<file path="config.mk">
export PLATFORM = sky130hd
export DESIGN_NAME = up_counter
export DESIGN_NICKNAME = d
export VERILOG_FILES = /design/src/rtl/up_counter_pkg.sv /design/src/rtl/up_counter_tc.sv /design/src/rtl/up_counter.sv
export SDC_FILE = /design/constraint.sdc
export NUM_CORES = 1
export LEC_CHECK = 0
export CAP_MARGIN = 0
export CORE_AREA = 2 2 39 41
export DETAILED_ROUTE_END_ITERATION = 10
export DIE_AREA = 0 0 41 43
export PLACE_DENSITY = 0.4
export SLEW_MARGIN = 20
export SYNTH_ARGS = -nofsm -noshare
export SYNTH_HDL_FRONTEND = slang
export SYNTH_SLANG_ARGS = --single-unit
</file>
<file path="constraint.sdc">
create_clock -name clk -period 1.5 [get_ports clk]
set_clock_uncertainty 0.05 [all_clocks]
set_input_delay 0.3 -clock clk [delete_from_list [all_inputs] [get_ports clk]]
set_output_delay 0.3 -clock clk [all_outputs]
set_load 0.02 [all_outputs]
</file>
<file path="src/rtl/up_counter_pkg.sv">
// Shared definitions for the loadable up-counter: default width, next-state
// operation encoding and the all-ones terminal value helper.
package up_counter_pkg;

    localparam int UP_COUNTER_DEFAULT_WIDTH = 4;

    typedef enum logic {
        OP_INCR = 1'b0,
        OP_LOAD = 1'b1
    } op_e;

    // Widths above 64 are not supported by this helper.
    function automatic logic [63:0] terminal_value(input int width);
        return {64{1'b1}} >> (64 - width);
    endfunction

endpackage

</file>
<file path="src/rtl/up_counter_tc.sv">
// Terminal-count decoder: flags that the next counting edge will wrap to zero.
module up_counter_tc
    import up_counter_pkg::*;
#(
    parameter int WIDTH = UP_COUNTER_DEFAULT_WIDTH
) (
    input  logic             reset,
    input  logic             load_en,
    input  logic [WIDTH-1:0] q,
    output logic             tc
);

    localparam logic [WIDTH-1:0] TERMINAL = WIDTH'(terminal_value(WIDTH));

    // Reset gating keeps tc low throughout reset, independent of q.
    always_comb begin
        tc = reset && !load_en && (q == TERMINAL);
    end

endmodule

</file>
<file path="src/rtl/up_counter.sv">
// Loadable wrap-around binary up-counter with asynchronous active-low reset.
// Define UP_COUNTER_TC_EN to add the terminal-count output tc after q.
module up_counter
    import up_counter_pkg::*;
#(
    parameter int DATA_WIDTH = UP_COUNTER_DEFAULT_WIDTH
) (
    input  logic                  clk,
    input  logic                  reset,
    input  logic                  load_en,
    input  logic [DATA_WIDTH-1:0] d,
    output logic [DATA_WIDTH-1:0] q
`ifdef UP_COUNTER_TC_EN
    ,
    output logic                  tc
`endif
);

    localparam logic [DATA_WIDTH-1:0] ONE = DATA_WIDTH'(1);

    op_e                   op;
    logic [DATA_WIDTH-1:0] count_d;
    logic [DATA_WIDTH-1:0] count_q;

    // Load wins over increment; the carry out of the increment is dropped.
    always_comb begin
        op      = load_en ? OP_LOAD : OP_INCR;
        count_d = count_q + ONE;
        if (op == OP_LOAD) begin
            count_d = d;
        end
    end

    always_ff @(posedge clk or negedge reset) begin
        if (!reset) begin
            count_q <= '0;
        end else begin
            count_q <= count_d;
        end
    end

    assign q = count_q;

`ifdef UP_COUNTER_TC_EN
    up_counter_tc #(
        .WIDTH(DATA_WIDTH)
    ) u_tc (
        .reset  (reset),
        .load_en(load_en),
        .q      (count_q),
        .tc     (tc)
    );
`endif

endmodule

</file>
==> metrics.yaml <==
status: "completed"
drc: 0
syn_inst: 15
seq_power_share: 0.384
synth_seq_cells: 4
start_kind: "flop"
synth_compound_area_frac: 0.0870
place_congestion: 0.557
dp_hpwl_microns: 322
initial_core_util: 0.125
synth_top_family_by_area: "XOR/XNOR gates"
final_area_sq_um: 318
multi_input_area_sq_um: 72.6
yosysSeqAreaShare: 0.580
cts-root-buf: "clkbuf_4"
clockPowerShare: 0.355
fin_nets: 39
clock_sinks: 4
p_int_mw: 0.263
drive_above_1_share: 0.172
ys_types: 9
wl_per_cell_microns: 8.76
setup_tns_ns: 0
syn_nets: 23
r2r-start: "q[0]"
timing.slew.headroom: 0.862
grt_use_total: 0.0614
slew_viol_final: 0
end_kind: "output pin"
diodes: 0
numPortBuffers: 10
syn_to_final_growth_pct: 84.1
cp_top_family: "flip-flops"
worstPathMaxFanout: 3
via_per_inst: 3.33
p_leak_nw: 0.140
synth_fa_ha_area_frac: 0.0725
die_h_microns: 43
power_switching_mw: 0.0951
grt_pass1_vias: 162
grt_overflow: 0
final_core_util: 0.230
async_flop_share: 1.00
num_vias: 150
seqCellArea_sq_um: 100
synth_edf_count: 0
dieArea_sq_um: 1760
cp.buffers_inverters: 1
combinationalPowerShare: 0.261
routed_wl_microns: 394
rsz0062_at_grt: "no"
grt_pass1_wl_microns: 600
startpoint: "q[2]"
irDropWorstVdd_mv: 0.236
cts_setup_buffers: 0
cts_tree: "built"
hold_viol: 0
slowest_delay_ns: 0.39
drt-initial-drc-count: 6
placed_cells_incl_taps: 42
maxCapViolations: 0
switching_share: 0.266
ys_top_cells_by_count: "dfrtp_1 (4), nand2_1 (3), o21ai_0 (2)"
clk_latency_ns: 0.23
cts_made_buffers: 3
core_sq_um: 1380
worstSetupPathType: "reg2out"
max_slew.worst_pin.slew_ns: 0.208
yosysTopAreaCell: "dfrtp_1"
synthSimpleGateAreaFrac: 0.0942
rr_worst_depth: 2
largest_register_ffs: 4
syn_area_sq_um: 173
final_cells: 45
muxShareOfSynthArea: 0.0652
path_clk_slew_ns: 0.03
period_share: 0.868
crit_slowest_cell: "dfrtp_1"
fp-row-count: 14
ant_nets: 0
synth_xor_area_frac: 0.101
fillers: 157
pin_count: 11
first_pass_iters: 4
synth.area.top_cells: "dfrtp_1 (58%), ha_1 (7.2%), mux2_2 (6.5%), nand2_1 (6.5%), o21ai_0 (5.8%)"
yosysTopAreaCellShare: 0.580
htree_levels: 1
reg2reg_slack_ns: 0.40
ys_warn_count: 0
die_x_microns: 41
clockBufferDepth: 2
place_area_sq_um: 300
reg2reg_to: "q[1]"
setup_violations: 0
min_period_ns: 1.30
clock.fmax_ghz: 0.768
power_mw: 0.358
syn_area_per_cell_sq_um: 11.5
synth_most_common_cell: "dfrtp_1"
antenna_found_initial: 0
cellPowerDensity_nw_per_um2: 1130
hold_path_class: "in2async"
worstPathRequired_ns: 1.15
synth-main-ff-cell: "dfrtp_1"
arrival_ns: 0.95
worstPathCellList: "dlygate4sd2_1"
grt_max_degree: 7
==> metal layers <==
layer	vias up	track usage	wire, microns
met5	-	0	0
met4	0	0.100	0
met3	0	0.0314	68
met2	11	0.0625	151
met1	60	0.0649	175
li1	79	-	-
==> logic make-up (layout without fill, tap and decap cells) <==
logic type | Yosys count | count (layout)
AO/OA/AOI/OAI | 3 | 3
XOR/XNOR | 2 | 2
adder cells (fa/ha/maj) | 1 | 1
buffers and inverters | 0 | 14
flip-flops | 4 | 4
multiplexers | 1 | 1
AND/OR/NAND/NOR | 4 | 4
==> cells in the final DEF, fill, tap and decap left out, drive strengths merged <==
cell / netlist / layout
nand2: 3 / 3
ha: 1 / 1
mux2: 1 / 1
dlygate4sd2: 0 / 4
o21ai: 3 / 3
nand3: 1 / 1
clkdlybuf4s50: 0 / 6
xor2: 1 / 1
dfrtp: 4 / 4
clkbuf: 0 / 3
xnor2: 1 / 1
buf: 0 / 1
==> worst max-delay path by stage <==
stage	end	cells past startpoint
after floorplan	q[1]	2
after global placement	q[2]	1
after detailed placement	q[2]	1
after CTS	q[2]	1
after global routing	q[0]	1
final	q[2]	1
==> stage by stage <==
stage	hold WS [ns]	setup slack (ns)
floorplan	-0.0456	0.320
detailed placement	0.463	0.167
global placement	0.449	0.170
CTS	0.219	0.185
global route	0.232	0.146
finish	0.226	0.198
==> final cells by class <==
type,instances,area share
repair buffers,11,0.323
well taps,16,0.0630
clock buffers,3,0.0709
flip-flops and latches,4,0.315
multi-input cells,11,0.228
==> timing repair <==
item                       in CTS  in global routing
resized for setup               4                  0
setup endpoints to repair       4                  0
hold buffers                    0                  0
==> power by group through the flow <==
stage / clock [mW] / sequential [mW] / combinational, mW
finish: 0.127 / 0.137 / 0.0936
floorplan: 0 / 0.159 / 0.0273
detailed placement: 0 / 0.140 / 0.107
CTS: 0.136 / 0.138 / 0.0956
global placement: 0 / 0.139 / 0.108
global route: 0.140 / 0.140 / 0.106
(Power assumes the default switching activity.)
